$ cat src/rtl/tl_arb_pkg.sv
// Shared widths, opcodes, FSM states and beat helpers for the TL-UL client arbiter.
package tl_arb_pkg;

    localparam int unsigned ADDR_W   = 28;
    localparam int unsigned DATA_W   = 32;
    localparam int unsigned MASK_W   = DATA_W / 8;
    localparam int unsigned CSRC_W   = 4;
    localparam int unsigned MSRC_W   = CSRC_W + 1;
    localparam int unsigned SIZE_W   = 4;
    localparam int unsigned MAX_SIZE = 6;
    localparam int unsigned BEAT_W   = MAX_SIZE - 2;

    localparam logic [2:0] PUT_FULL        = 3'd0;
    localparam logic [2:0] PUT_PARTIAL     = 3'd1;
    localparam logic [2:0] GET             = 3'd4;
    localparam logic [2:0] ACCESS_ACK      = 3'd0;
    localparam logic [2:0] ACCESS_ACK_DATA = 3'd1;

    typedef enum logic [1:0] {
        ST_IDLE  = 2'd0,
        ST_HOLD  = 2'd1,
        ST_BURST = 2'd2
    } arb_st_e;

    typedef struct packed {
        logic [2:0]        opcode;
        logic [2:0]        param;
        logic [SIZE_W-1:0] size;
        logic [CSRC_W-1:0] source;
        logic [ADDR_W-1:0] address;
        logic [MASK_W-1:0] mask;
        logic [DATA_W-1:0] data;
        logic              corrupt;
    } a_chan_t;

    // Number of data beats carried by a message of lg2 size `size`.
    function automatic int unsigned beats(input logic [SIZE_W-1:0] size);
        if (size <= SIZE_W'(2)) begin
            return 32'd1;
        end
        return 32'd1 << (size - SIZE_W'(2));
    endfunction

    // Only Puts carry data on A, so only they span several beats.
    function automatic logic is_multi(input logic [2:0] opcode, input logic [SIZE_W-1:0] size);
        return ((opcode == PUT_FULL) || (opcode == PUT_PARTIAL)) && (size > SIZE_W'(2));
    endfunction

endpackage

$ cat src/rtl/rr_arb2.sv
// Two-way round-robin select; a held grant overrides arbitration.
module rr_arb2 (
    input  logic req0,
    input  logic req1,
    input  logic rr,
    input  logic lock,
    input  logic gnt,
    output logic sel_c
);

    // Lone requester wins, contention goes to the priority client.
    always_comb begin
        sel_c = rr;
        if (lock) begin
            sel_c = gnt;
        end else if (req0 && !req1) begin
            sel_c = 1'b0;
        end else if (req1 && !req0) begin
            sel_c = 1'b1;
        end
    end

endmodule

$ cat src/rtl/tl_client_arbiter.sv
// Shares one TL-UL master port between two clients; A arbitrated, D routed by source MSB.
module tl_client_arbiter
    import tl_arb_pkg::*;
(
    input  logic                clock,
    input  logic                reset,
    input  logic                in0_a_valid,
    output logic                in0_a_ready,
    input  logic [2:0]          in0_a_bits_opcode,
    input  logic [2:0]          in0_a_bits_param,
    input  logic [SIZE_W-1:0]   in0_a_bits_size,
    input  logic [CSRC_W-1:0]   in0_a_bits_source,
    input  logic [ADDR_W-1:0]   in0_a_bits_address,
    input  logic [MASK_W-1:0]   in0_a_bits_mask,
    input  logic [DATA_W-1:0]   in0_a_bits_data,
    input  logic                in0_a_bits_corrupt,
    input  logic                in0_d_ready,
    output logic                in0_d_valid,
    output logic [2:0]          in0_d_bits_opcode,
    output logic [1:0]          in0_d_bits_param,
    output logic [SIZE_W-1:0]   in0_d_bits_size,
    output logic [CSRC_W-1:0]   in0_d_bits_source,
    output logic                in0_d_bits_sink,
    output logic                in0_d_bits_denied,
    output logic [DATA_W-1:0]   in0_d_bits_data,
    output logic                in0_d_bits_corrupt,
    input  logic                in1_a_valid,
    output logic                in1_a_ready,
    input  logic [2:0]          in1_a_bits_opcode,
    input  logic [2:0]          in1_a_bits_param,
    input  logic [SIZE_W-1:0]   in1_a_bits_size,
    input  logic [CSRC_W-1:0]   in1_a_bits_source,
    input  logic [ADDR_W-1:0]   in1_a_bits_address,
    input  logic [MASK_W-1:0]   in1_a_bits_mask,
    input  logic [DATA_W-1:0]   in1_a_bits_data,
    input  logic                in1_a_bits_corrupt,
    input  logic                in1_d_ready,
    output logic                in1_d_valid,
    output logic [2:0]          in1_d_bits_opcode,
    output logic [1:0]          in1_d_bits_param,
    output logic [SIZE_W-1:0]   in1_d_bits_size,
    output logic [CSRC_W-1:0]   in1_d_bits_source,
    output logic                in1_d_bits_sink,
    output logic                in1_d_bits_denied,
    output logic [DATA_W-1:0]   in1_d_bits_data,
    output logic                in1_d_bits_corrupt,
    output logic                out_a_valid,
    input  logic                out_a_ready,
    output logic [2:0]          out_a_bits_opcode,
    output logic [2:0]          out_a_bits_param,
    output logic [SIZE_W-1:0]   out_a_bits_size,
    output logic [MSRC_W-1:0]   out_a_bits_source,
    output logic [ADDR_W-1:0]   out_a_bits_address,
    output logic [MASK_W-1:0]   out_a_bits_mask,
    output logic [DATA_W-1:0]   out_a_bits_data,
    output logic                out_a_bits_corrupt,
    input  logic                out_d_valid,
    output logic                out_d_ready,
    input  logic [2:0]          out_d_bits_opcode,
    input  logic [1:0]          out_d_bits_param,
    input  logic [SIZE_W-1:0]   out_d_bits_size,
    input  logic [MSRC_W-1:0]   out_d_bits_source,
    input  logic                out_d_bits_sink,
    input  logic                out_d_bits_denied,
    input  logic [DATA_W-1:0]   out_d_bits_data,
    input  logic                out_d_bits_corrupt
);

    arb_st_e           st_q, st_d;
    logic              gnt_q, gnt_d;
    logic              rr_q, rr_d;
    logic [BEAT_W-1:0] beats_left_q, beats_left_d;

    logic    sel;
    logic    sel_valid;
    logic    fire;
    logic    d_tgt;
    a_chan_t a0, a1, a_sel;

    assign a0 = '{opcode: in0_a_bits_opcode, param: in0_a_bits_param, size: in0_a_bits_size,
                  source: in0_a_bits_source, address: in0_a_bits_address, mask: in0_a_bits_mask,
                  data: in0_a_bits_data, corrupt: in0_a_bits_corrupt};
    assign a1 = '{opcode: in1_a_bits_opcode, param: in1_a_bits_param, size: in1_a_bits_size,
                  source: in1_a_bits_source, address: in1_a_bits_address, mask: in1_a_bits_mask,
                  data: in1_a_bits_data, corrupt: in1_a_bits_corrupt};

    rr_arb2 u_rr_arb2 (
        .req0  (in0_a_valid),
        .req1  (in1_a_valid),
        .rr    (rr_q),
        .lock  (st_q != ST_IDLE),
        .gnt   (gnt_q),
        .sel_c (sel)
    );

    // A-channel mux; handshakes are squashed while reset is held.
    always_comb begin
        a_sel              = sel ? a1 : a0;
        sel_valid          = sel ? in1_a_valid : in0_a_valid;
        out_a_valid        = reset & sel_valid;
        in0_a_ready        = reset & ~sel & out_a_ready;
        in1_a_ready        = reset & sel & out_a_ready;
        fire               = out_a_valid & out_a_ready;
        out_a_bits_opcode  = a_sel.opcode;
        out_a_bits_param   = a_sel.param;
        out_a_bits_size    = a_sel.size;
        out_a_bits_source  = {sel, a_sel.source};
        out_a_bits_address = a_sel.address;
        out_a_bits_mask    = a_sel.mask;
        out_a_bits_data    = a_sel.data;
        out_a_bits_corrupt = a_sel.corrupt;
    end

    // Grant lock: hold an unaccepted message, lock multi-beat Puts, rotate priority per message.
    always_comb begin
        st_d         = st_q;
        gnt_d        = gnt_q;
        rr_d         = rr_q;
        beats_left_d = beats_left_q;
        unique case (st_q)
            ST_IDLE, ST_HOLD: begin
                if (fire) begin
                    if (is_multi(a_sel.opcode, a_sel.size)) begin
                        st_d         = ST_BURST;
                        gnt_d        = sel;
                        beats_left_d = BEAT_W'(beats(a_sel.size) - 32'd1);
                    end else begin
                        st_d = ST_IDLE;
                        rr_d = ~sel;
                    end
                end else if (out_a_valid) begin
                    st_d  = ST_HOLD;
                    gnt_d = sel;
                end
            end
            ST_BURST: begin
                if (fire) begin
                    beats_left_d = beats_left_q - BEAT_W'(1);
                    if (beats_left_q == BEAT_W'(1)) begin
                        st_d = ST_IDLE;
                        rr_d = ~gnt_q;
                    end
                end
            end
            default: st_d = ST_IDLE;
        endcase
    end

    // Arbiter state register with synchronous active-low reset.
    always_ff @(posedge clock) begin
        if (!reset) begin
            st_q         <= ST_IDLE;
            gnt_q        <= 1'b0;
            rr_q         <= 1'b0;
            beats_left_q <= '0;
        end else begin
            st_q         <= st_d;
            gnt_q        <= gnt_d;
            rr_q         <= rr_d;
            beats_left_q <= beats_left_d;
        end
    end

    // D-channel routing by the client bit in the master source; payload is broadcast.
    always_comb begin
        d_tgt              = out_d_bits_source[CSRC_W];
        in0_d_valid        = reset & ~d_tgt & out_d_valid;
        in1_d_valid        = reset & d_tgt & out_d_valid;
        out_d_ready        = reset & (d_tgt ? in1_d_ready : in0_d_ready);
        in0_d_bits_opcode  = out_d_bits_opcode;
        in0_d_bits_param   = out_d_bits_param;
        in0_d_bits_size    = out_d_bits_size;
        in0_d_bits_source  = out_d_bits_source[CSRC_W-1:0];
        in0_d_bits_sink    = out_d_bits_sink;
        in0_d_bits_denied  = out_d_bits_denied;
        in0_d_bits_data    = out_d_bits_data;
        in0_d_bits_corrupt = out_d_bits_corrupt;
        in1_d_bits_opcode  = out_d_bits_opcode;
        in1_d_bits_param   = out_d_bits_param;
        in1_d_bits_size    = out_d_bits_size;
        in1_d_bits_source  = out_d_bits_source[CSRC_W-1:0];
        in1_d_bits_sink    = out_d_bits_sink;
        in1_d_bits_denied  = out_d_bits_denied;
        in1_d_bits_data    = out_d_bits_data;
        in1_d_bits_corrupt = out_d_bits_corrupt;
    end

endmodule

$ cat config.mk
export PLATFORM = sky130hd
export DESIGN_NAME = tl_client_arbiter
export DESIGN_NICKNAME = d
export VERILOG_FILES = /design/src/rtl/tl_arb_pkg.sv /design/src/rtl/rr_arb2.sv /design/src/rtl/tl_client_arbiter.sv
export SDC_FILE = /design/constraint.sdc
export NUM_CORES = 1
export LEC_CHECK = 0
export ABC_AREA = 0
export BUFFER_PORTS_ARGS = -buffer_cell sky130_fd_sc_hd__clkbuf_2
export CORE_AREA = 2 2 153 155
export CTS_BUF_LIST = sky130_fd_sc_hd__clkbuf_8
export DETAILED_ROUTE_END_ITERATION = 8
export DIE_AREA = 0 0 155 157
export PLACE_DENSITY = 0.39
export SETUP_SLACK_MARGIN = 0.2
export SLEW_MARGIN = 40
export SYNTH_ARGS = -nofsm -noshare
export SYNTH_HDL_FRONTEND = slang
export SYNTH_HIERARCHICAL = 1
export SYNTH_SLANG_ARGS = --single-unit
$ cat constraint.sdc
create_clock -name clock -period 3.2 [get_ports clock]
set_clock_uncertainty 0.2 [all_clocks]
set_input_delay 0.16 -clock clock [delete_from_list [all_inputs] [get_ports clock]]
set_output_delay 0.16 -clock clock [all_outputs]
set_load 0.005 [all_outputs]
==> impl_metrics.prom, run 1 <==
# TYPE chip_impl_metric gauge
chip_impl_metric{name="tritoncts.num_buffers",unit=""} 3
chip_impl_metric{name="grt_first_pass_wirelength",unit="µm"} 14800
chip_impl_metric{name="globalplace.congestion",unit=""} 0.716
chip_impl_metric{name="register_area",unit="µm²"} 163
chip_impl_metric{name="peak_supply_drop",unit="mV"} 0.150
chip_impl_metric{name="place.detailed.hpwl",unit="µm"} 10700
chip_impl_metric{name="routed_wl",unit="µm"} 11800
chip_impl_metric{name="fmaxAchievable",unit="MHz"} 345
chip_impl_metric{name="hold_viol",unit=""} 0
chip_impl_info{name="post-synth-top-area-cell",value="sky130_fd_sc_hd__mux2_2"} 1
chip_impl_metric{name="min_path_cells",unit=""} 0
chip_impl_metric{name="power.density",unit="nW/µm²"} 236
chip_impl_metric{name="number_of_enable_flip_flop_cells_after_synthesis",unit=""} 0
chip_impl_info{name="critical_path.slowest_cell",value="sky130_fd_sc_hd__mux2_4"} 1
chip_impl_metric{name="clock_path_buffers",unit=""} 2
chip_impl_metric{name="synth_compound_area_share",unit="%"} 6.87
chip_impl_metric{name="finalPower",unit="W"} 0.000824
chip_impl_info{name="unrepaired_setup_endpoints_after_global_routing",value="no"} 1
chip_impl_info{name="dominantRegCellSynth",value="sky130_fd_sc_hd__dfxtp_1"} 1
chip_impl_metric{name="r2r.worst_path.cells",unit=""} 13
chip_impl_metric{name="maxSlewHeadroom",unit="%"} 57.6
chip_impl_metric{name="fillerInstances",unit=""} 2583
chip_impl_info{name="tritoncts",value="yes"} 1
chip_impl_metric{name="core-area",unit="µm²"} 22500
chip_impl_metric{name="synth_warnings",unit=""} 6
chip_impl_metric{name="buffering_stage_count_on_the_worst_path_with_inverters_included",unit=""} 1
chip_impl_info{name="timing.hold.worst.class",value="input port to output pin"} 1
chip_impl_info{name="outcome",value="finished, final reports clean"} 1
chip_impl_metric{name="area_of_the_multi_input_gates",unit="µm²"} 1580
chip_impl_metric{name="netlist_instances",unit=""} 291
chip_impl_metric{name="slowest_delay",unit="ns"} 0.36
chip_impl_metric{name="timing.final.setup_violations",unit=""} 0
chip_impl_info{name="combinational_family_with_the_most_area_after_synthesis",value="multiplexers"} 1
chip_impl_metric{name="antennaDiodeCount",unit=""} 0
chip_impl_metric{name="timing_max_transition_violations_final",unit=""} 0
chip_impl_metric{name="reg2reg_setup_slack",unit="ns"} 0.30
chip_impl_info{name="worstHoldStart",value="out_d_bits_data[12]"} 1
chip_impl_metric{name="die_area",unit="µm²"} 24300
chip_impl_metric{name="h-tree-depth",unit=""} 1
chip_impl_metric{name="leakage",unit="nW"} 1.75
chip_impl_info{name="worst_setup_path_category",value="flop to flop"} 1
chip_impl_metric{name="post_synth_mux_area_share",unit="%"} 38.9
chip_impl_metric{name="detail_route.iter0.violations",unit=""} 76
chip_impl_metric{name="drv_cap",unit=""} 0
chip_impl_metric{name="min_period",unit="ns"} 2.90
chip_impl_metric{name="totalNegativeSetupSlack",unit="ns"} 0
chip_impl_info{name="critical_path.startpoint_type",value="flop"} 1
chip_impl_metric{name="worst_slew_pin_slew",unit="ns"} 0.636
chip_impl_metric{name="clock_slew_seen_by_the_registers_of_the_worst_setup_and_hold_paths",unit="ns"} 0.04
chip_impl_metric{name="synth_cell_types",unit=""} 43
chip_impl_info{name="crit_family",value="multiplexers"} 1
chip_impl_info{name="cts-root-buf",value="sky130_fd_sc_hd__clkbuf_8"} 1
chip_impl_info{name="synthTopCellsByArea",value="sky130_fd_sc_hd__mux2_2 (35%), sky130_fd_sc_hd__buf_4 (30%), sky130_fd_sc_hd__dfxtp_1 (6.5%)"} 1
chip_impl_info{name="crit-reg2reg-capture",value="beats_left_q[1]$_SDFFE_PN0P_"} 1
chip_impl_metric{name="cts.sinks",unit=""} 8
chip_impl_metric{name="synthXorXnorAreaFrac",unit="%"} 1.77
chip_impl_metric{name="clock_latency",unit="ns"} 0.23
chip_impl_metric{name="maximum_number_of_pins_on_one_net_before_global_route_repair",unit=""} 50
chip_impl_info{name="crit_path_cell_trace",value="maj3_2, mux2_4, mux2i_4, ha_4, xor2_2, o32ai_1, nand3_1, nand2b_1, inv_2, ha_4, mux2i_1, mux2i_1, nor2b_1"} 1
chip_impl_metric{name="detailedRoute.firstPassIterationCount",unit=""} 4
chip_impl_metric{name="grtUsageTotal",unit="%"} 8.09
chip_impl_metric{name="cp_data_arrival_time",unit="ns"} 2.82
chip_impl_metric{name="grt_pass1_vias",unit=""} 2401
chip_impl_metric{name="avgSynthCellArea",unit="µm²"} 8.51
chip_impl_metric{name="synth_seq_cells",unit=""} 8
chip_impl_metric{name="starting_density_of_the_core",unit="%"} 11.0
chip_impl_metric{name="post_route_cells_drive_above_1_share",unit="%"} 80.2
chip_impl_metric{name="remaining_drc_errors",unit=""} 0
chip_impl_metric{name="die-height",unit="µm"} 157
chip_impl_metric{name="die_w",unit="µm"} 155
chip_impl_metric{name="synth_area_in_adders",unit="%"} 2.47
chip_impl_metric{name="synthesized_net_count",unit=""} 510
chip_impl_metric{name="cp.required",unit="ns"} 3.12
chip_impl_metric{name="dr_total_vias",unit=""} 2527
chip_impl_info{name="endpoint_kind",value="flop"} 1
chip_impl_metric{name="port_buffers",unit=""} 252
chip_impl_metric{name="synth.top_cell.area_share",unit="%"} 35.5
chip_impl_info{name="final_common_cell",value="sky130_fd_sc_hd__clkbuf_2"} 1
chip_impl_info{name="worstReg2RegStart",value="rr_q$_SDFFE_PN0P_"} 1
chip_impl_metric{name="finish.net_count",unit=""} 666
chip_impl_metric{name="synthesis.area",unit="µm²"} 2480
chip_impl_metric{name="postSynth.asyncResetShare",unit="%"} 0
chip_impl_metric{name="areaGrowthSynthToFinish",unit="%"} 41.0
chip_impl_info{name="layout_common_cells",value="sky130_fd_sc_hd__clkbuf_2 (252), sky130_fd_sc_hd__mux2_2 (77), sky130_fd_sc_hd__nor2_1 (9), sky130_fd_sc_hd__nand2_1 (9)"} 1
chip_impl_metric{name="grt_antenna_before_repair",unit=""} 0
chip_impl_metric{name="synth.yosys.seq_area_share",unit="%"} 6.46
chip_impl_metric{name="drt-vias-per-instance",unit=""} 3.46
chip_impl_metric{name="final_min_period_over_clock_period",unit="%"} 90.6
chip_impl_metric{name="worstPathMaxFanout",unit=""} 8
chip_impl_metric{name="route.antenna.remaining_nets",unit=""} 0
chip_impl_metric{name="pin_count",unit=""} 397
chip_impl_metric{name="post_dr_wirelength_cell",unit="µm"} 16.1
chip_impl_metric{name="rows",unit=""} 55
chip_impl_info{name="hold_worst_path_end",value="in0_d_bits_data[12]"} 1
chip_impl_metric{name="globalRoute.totalOverflow",unit=""} 0
chip_impl_metric{name="synthSimpleGateAreaFrac",unit="%"} 10.6
-- synthesized netlist by cell type, types with 2 or more instances --
cell	n
sky130_fd_sc_hd__buf_4	99
sky130_fd_sc_hd__mux2_2	78
sky130_fd_sc_hd__nand2_1	9
sky130_fd_sc_hd__nor2_1	9
sky130_fd_sc_hd__buf_2	8
sky130_fd_sc_hd__dfxtp_1	8
sky130_fd_sc_hd__inv_1	7
sky130_fd_sc_hd__mux2i_1	7
sky130_fd_sc_hd__o21ai_0	7
sky130_fd_sc_hd__xor2_1	5
sky130_fd_sc_hd__ha_1	4
sky130_fd_sc_hd__nor2b_1	4
sky130_fd_sc_hd__nor3_1	4
sky130_fd_sc_hd__a21oi_1	3
sky130_fd_sc_hd__and3_1	3
sky130_fd_sc_hd__nand2b_1	3
sky130_fd_sc_hd__nand3_1	3
sky130_fd_sc_hd__or3_1	3
sky130_fd_sc_hd__and2_1	2
sky130_fd_sc_hd__o32ai_1	2
-- per-layer routing --
| metal | part of all wire (%) | GRT usage (%) |
|---|---|---|
| met5 | 0 | 0 |
| met2 | 47 | 13.0 |
| met3 | 11 | 3.74 |
| met1 | 39 | 9.46 |
| met4 | 2.9 | 2.87 |
-- how the worst max path moves through the flow --
stage	start	end	slack, ns	cells past startpoint
after floorplan	rr_q$_SDFFE_PN0P_	beats_left_q[2]$_SDFFE_PN0P_	0.01	16
after global placement	rr_q$_SDFFE_PN0P_	beats_left_q[1]$_SDFFE_PN0P_	0.21	14
after detailed placement	rr_q$_SDFFE_PN0P_	beats_left_q[1]$_SDFFE_PN0P_	0.21	14
after CTS	rr_q$_SDFFE_PN0P_	beats_left_q[1]$_SDFFE_PN0P_	0.22	14
after global routing	st_q[0]$_SDFFE_PN0P_	beats_left_q[2]$_SDFFE_PN0P_	0.20	14
final	rr_q$_SDFFE_PN0P_	beats_left_q[1]$_SDFFE_PN0P_	0.30	13
-- worst reg2reg max path: stages, from the launching register on --
cell and delay [ns]:
sky130_fd_sc_hd__dfxtp_2 0.31, sky130_fd_sc_hd__maj3_2 0.29, sky130_fd_sc_hd__mux2_4 0.36, sky130_fd_sc_hd__mux2i_4 0.23
sky130_fd_sc_hd__ha_4 0.19, sky130_fd_sc_hd__xor2_2 0.15, sky130_fd_sc_hd__o32ai_1 0.22, sky130_fd_sc_hd__nand3_1 0.13
sky130_fd_sc_hd__nand2b_1 0.14, sky130_fd_sc_hd__inv_2 0.06, sky130_fd_sc_hd__ha_4 0.25, sky130_fd_sc_hd__mux2i_1 0.05
sky130_fd_sc_hd__mux2i_1 0.16, sky130_fd_sc_hd__nor2b_1 0.06
-- through the flow --
| stage | hold slack [ns] | setup WS (ns) | std cells | utilization, % | area (µm²) |
|---|---|---|---|---|---|
| global placement | 0.120 | 0.214 | 725 | 15.0 | 3370 |
| floorplan | 0.0546 | 0.0135 | 291 | - | 2520 |
| finish | 0.120 | 0.300 | 730 | 15.5 | 3490 |
| global route | 0.120 | 0.200 | 730 | 15.5 | 3490 |
| CTS | 0.120 | 0.216 | 730 | 15.2 | 3430 |
| detailed placement | 0.120 | 0.207 | 725 | 15.0 | 3370 |
-- power by group --
part | leakage (nW) | switching [W] | internal, W
registers | 0.0658 | 0.00000486 | 0.000106
clock network | 0.0216 | 0.0000417 | 0.0000817
logic | 1.66 | 0.000266 | 0.000324
total | 1.75 | 0.000312 | 0.000512
-- state kept, by name, indices dropped and copies added (netlist names) --
signal        count
rr_q              1
beats_left_q      4
st_q              2
gnt_q             1
-- repair_timing --
item / in CTS / in global routing
pin swaps: 0 / 6
hold endpoints to repair: 1 / 0
hold buffers: 1 / 0
setup buffers: 1 / 0
endpoints found under the setup margin: 2 / 4
gates resized for setup: 0 / 11
-- kinds of logic (layout without fill, tap and decap cells) --
kind of cell / count (synthesis) / after routing
adders and majority gates: 5 / 5
AOI/OAI and AO/OA: 23 / 23
buffers and inverters: 116 / 270
muxes: 86 / 86
DFF: 8 / 8
and+or+nand+nor: 48 / 48
xor gates and xnor gates: 5 / 5
-- area by class of cell --
class                      count  share of cell area (%)
clock buffer                   3                    1.18
inverter                       7                   0.752
multi-input combinational    167                    45.2
sequential                     8                    4.66
tap                          285                    10.2
timing repair buffer         260                    38.0
No activity file was read; power rests on OpenSTA's default activity.
==> inputs of run 2 (changes only) <==
--- a/config.mk
+++ b/config.mk
@@ -7,11 +7,13 @@
 export LEC_CHECK = 0
 export ABC_AREA = 0
 export BUFFER_PORTS_ARGS = -buffer_cell sky130_fd_sc_hd__clkbuf_2
-export CORE_AREA = 2 2 153 155
+export CELL_PAD_IN_SITES_DETAIL_PLACEMENT = 0
+export CELL_PAD_IN_SITES_GLOBAL_PLACEMENT = 1
+export CORE_AREA = 2 2 152 154
 export CTS_BUF_LIST = sky130_fd_sc_hd__clkbuf_8
 export DETAILED_ROUTE_END_ITERATION = 8
-export DIE_AREA = 0 0 155 157
-export PLACE_DENSITY = 0.39
+export DIE_AREA = 0 0 154 156
+export PLACE_DENSITY = 0.59
 export SETUP_SLACK_MARGIN = 0.2
 export SLEW_MARGIN = 40
 export SYNTH_ARGS = -nofsm -noshare
==> run 2 against run 1 <==
Against the previous run: via count is 0.75% higher; sequential share of layout area hardly changed; clock power hardly changed; sequential cell count stayed put; routed wire length is 0.41% higher; global-route usage is 0.43 points higher; design area is 0.11% lower; non-clock buffer count is 4 higher; die area is 1.3% lower; utilization is 0.079 points higher; critical path depth is 2 lower; critical path type unchanged; hold slack stayed put.
==> impl_metrics.prom, run 2 (synthesis gave the netlist of run 1 again) <==
# TYPE chip_impl_metric gauge
chip_impl_info{name="outcome",value="finished, final reports clean"} 1
chip_impl_metric{name="post_dr_wirelength_cell",unit="µm"} 16.1
chip_impl_metric{name="sw_frac_of_total",unit="%"} 37.2
chip_impl_metric{name="pin_count",unit=""} 397
chip_impl_metric{name="remaining_drc_errors",unit=""} 0
chip_impl_metric{name="cellInternalPower",unit="W"} 0.000510
chip_impl_metric{name="final_min_period_over_clock_period",unit="%"} 91.4
chip_impl_metric{name="clock_slew_seen_by_the_registers_of_the_worst_setup_and_hold_paths",unit="ns"} 0.04
chip_impl_info{name="unrepaired_setup_endpoints_after_global_routing",value="yes"} 1
chip_impl_metric{name="worst_slew_pin_slew",unit="ns"} 0.682
chip_impl_metric{name="grt_first_pass_wirelength",unit="µm"} 15200
chip_impl_metric{name="die_area",unit="µm²"} 24000
chip_impl_metric{name="placement.cell_area",unit="µm²"} 3370
chip_impl_metric{name="maxSlewHeadroom",unit="%"} 54.5
chip_impl_metric{name="cp.required",unit="ns"} 3.16
chip_impl_metric{name="worstPathMaxFanout",unit=""} 5
chip_impl_metric{name="h-tree-depth",unit=""} 1
chip_impl_metric{name="min_path_cells",unit=""} 0
chip_impl_metric{name="hold_viol",unit=""} 0
chip_impl_metric{name="drv_cap",unit=""} 0
chip_impl_metric{name="routed_wl",unit="µm"} 11800
chip_impl_metric{name="layout.core_utilization",unit="%"} 15.6
chip_impl_metric{name="grtUsageTotal",unit="%"} 8.52
chip_impl_metric{name="power.share.sequential",unit="%"} 13.6
chip_impl_metric{name="detailedRoute.firstPassIterationCount",unit=""} 4
chip_impl_metric{name="cts.sinks",unit=""} 8
chip_impl_metric{name="power.combinational.fraction",unit="%"} 71.1
chip_impl_metric{name="totalNegativeSetupSlack",unit="ns"} 0
chip_impl_metric{name="starting_density_of_the_core",unit="%"} 11.1
chip_impl_metric{name="core-area",unit="µm²"} 22400
chip_impl_metric{name="power.share.clock",unit="%"} 15.3
chip_impl_metric{name="clock_latency",unit="ns"} 0.23
chip_impl_metric{name="place.detailed.hpwl",unit="µm"} 10600
chip_impl_metric{name="finish.net_count",unit=""} 670
chip_impl_metric{name="detail_route.iter0.violations",unit=""} 78
chip_impl_metric{name="maximum_number_of_pins_on_one_net_before_global_route_repair",unit=""} 52
chip_impl_metric{name="final_area",unit="µm²"} 3490
chip_impl_info{name="worst_setup_path_category",value="flop to flop"} 1
chip_impl_metric{name="port_buffers",unit=""} 252
chip_impl_info{name="final_common_cell",value="sky130_fd_sc_hd__clkbuf_2"} 1
chip_impl_metric{name="power.density",unit="nW/µm²"} 233
chip_impl_metric{name="clock_path_buffers",unit=""} 2
chip_impl_info{name="timing.hold.worst.class",value="input port to output pin"} 1
chip_impl_metric{name="post_route_cells_drive_above_1_share",unit="%"} 80.2
chip_impl_metric{name="rows",unit=""} 55
chip_impl_metric{name="fillerInstances",unit=""} 2593
chip_impl_metric{name="globalRoute.totalOverflow",unit=""} 0
chip_impl_metric{name="tritoncts.num_buffers",unit=""} 3
chip_impl_metric{name="min_period",unit="ns"} 2.92
chip_impl_metric{name="timing_max_transition_violations_final",unit=""} 0
chip_impl_metric{name="route.antenna.remaining_nets",unit=""} 0
chip_impl_info{name="cts-root-buf",value="sky130_fd_sc_hd__clkbuf_8"} 1
chip_impl_metric{name="grt_antenna_before_repair",unit=""} 0
chip_impl_metric{name="cp_data_arrival_time",unit="ns"} 2.89
chip_impl_info{name="endpoint_kind",value="flop"} 1
chip_impl_metric{name="r2r.worst_path.cells",unit=""} 11
chip_impl_metric{name="power.switching",unit="W"} 0.000303
chip_impl_metric{name="die-height",unit="µm"} 156
chip_impl_metric{name="grt_pass1_vias",unit=""} 2388
chip_impl_metric{name="largest_reg_flops",unit=""} 4
chip_impl_info{name="layout_top_registers",value="beats_left_q (4), st_q (2)"} 1
chip_impl_metric{name="areaGrowthSynthToFinish",unit="%"} 40.8
chip_impl_metric{name="dr_total_vias",unit=""} 2546
chip_impl_metric{name="timing.final.setup_violations",unit=""} 0
chip_impl_info{name="critical_path.startpoint_type",value="flop"} 1
chip_impl_metric{name="worst_hold_slack_across_all_endpoints",unit="ns"} 0.120
chip_impl_metric{name="leakage",unit="nW"} 1.76
chip_impl_info{name="layout_common_cells",value="sky130_fd_sc_hd__clkbuf_2 (252), sky130_fd_sc_hd__mux2_2 (77), sky130_fd_sc_hd__buf_4 (11)"} 1
chip_impl_info{name="tritoncts",value="yes"} 1
chip_impl_metric{name="die_w",unit="µm"} 154
chip_impl_metric{name="globalplace.congestion",unit=""} 0.730
chip_impl_metric{name="peak_supply_drop",unit="mV"} 0.124
chip_impl_info{name="top_register",value="beats_left_q"} 1
chip_impl_metric{name="fmaxAchievable",unit="MHz"} 342
chip_impl_metric{name="antennaDiodeCount",unit=""} 0
chip_impl_metric{name="drt-vias-per-instance",unit=""} 3.47
## run 2: repair_timing
| item | CTS | global route |
|---|---|---|
| setup endpoints to repair | 2 | 3 |
| buffers inserted | 1 | 4 |
| hold endpoints to repair | 1 | 0 |
| gates resized for setup | 0 | 6 |
| hold buffers | 1 | 0 |
| pin swaps | 1 | 7 |
## run 2: layout make-up
class                      instances  area (µm²)  area share (%)
clock buffer                       3        41.3            1.18
inverter                           7        26.3           0.753
multi-input combinational        167        1550            44.4
sequential                         8         161            4.63
tap                              285         357            10.2
timing repair buffer             264        1350            38.8
## run 2: power by group through the flow
stage / registers [W] / clock network (W) / logic (W)
6_report: 0.000111 / 0.000124 / 0.000578
3_5_place_dp: 0.000112 / 0 / 0.000567
3_3_place_gp: 0.000112 / 0 / 0.000568
4_1_cts: 0.000111 / 0.000129 / 0.000572
5_1_grt: 0.000111 / 0.000135 / 0.000634
2_1_floorplan: 0.000111 / 0 / 0.000395
## run 2: through the flow
stage	setup WS, ns	power [W]	cells
5_1_grt	0.125	0.000881	734
6_report	0.275	0.000813	734
2_1_floorplan	0.0135	0.000506	291
3_3_place_gp	0.206	0.000680	725
4_1_cts	0.211	0.000812	730
3_5_place_dp	0.152	0.000679	725
## run 2: worst max-delay path, stage by stage, from the launching register on
cell	delay, ns
sky130_fd_sc_hd__dfxtp_1	0.33
sky130_fd_sc_hd__or2_4	0.26
sky130_fd_sc_hd__mux2_4	0.36
sky130_fd_sc_hd__mux2i_2	0.21
sky130_fd_sc_hd__ha_2	0.26
sky130_fd_sc_hd__xor2_1	0.21
sky130_fd_sc_hd__o32ai_1	0.12
sky130_fd_sc_hd__nand3_1	0.12
sky130_fd_sc_hd__nand2b_1	0.11
sky130_fd_sc_hd__buf_4	0.15
sky130_fd_sc_hd__or3_1	0.38
sky130_fd_sc_hd__a31oi_1	0.16
## run 2: routing by layer
layer,part of all wire [%],GRT usage (%)
met4,3.9,3.38
met2,41,12.1
met3,18,6.67
met1,37,9.44
met5,0,0
## run 2: path summary, 6_finish.rpt
path / start / to / slack, ns
min: out_d_bits_data[26] / in1_d_bits_data[26] / 0.12
min reg2reg: gnt_q$_SDFFE_PN0P_ / gnt_q$_SDFFE_PN0P_ / 0.28
max reg2reg: st_q[0]$_SDFFE_PN0P_ / beats_left_q[3]$_SDFFE_PN0P_ / 0.28
max: st_q[0]$_SDFFE_PN0P_ / beats_left_q[3]$_SDFFE_PN0P_ / 0.28
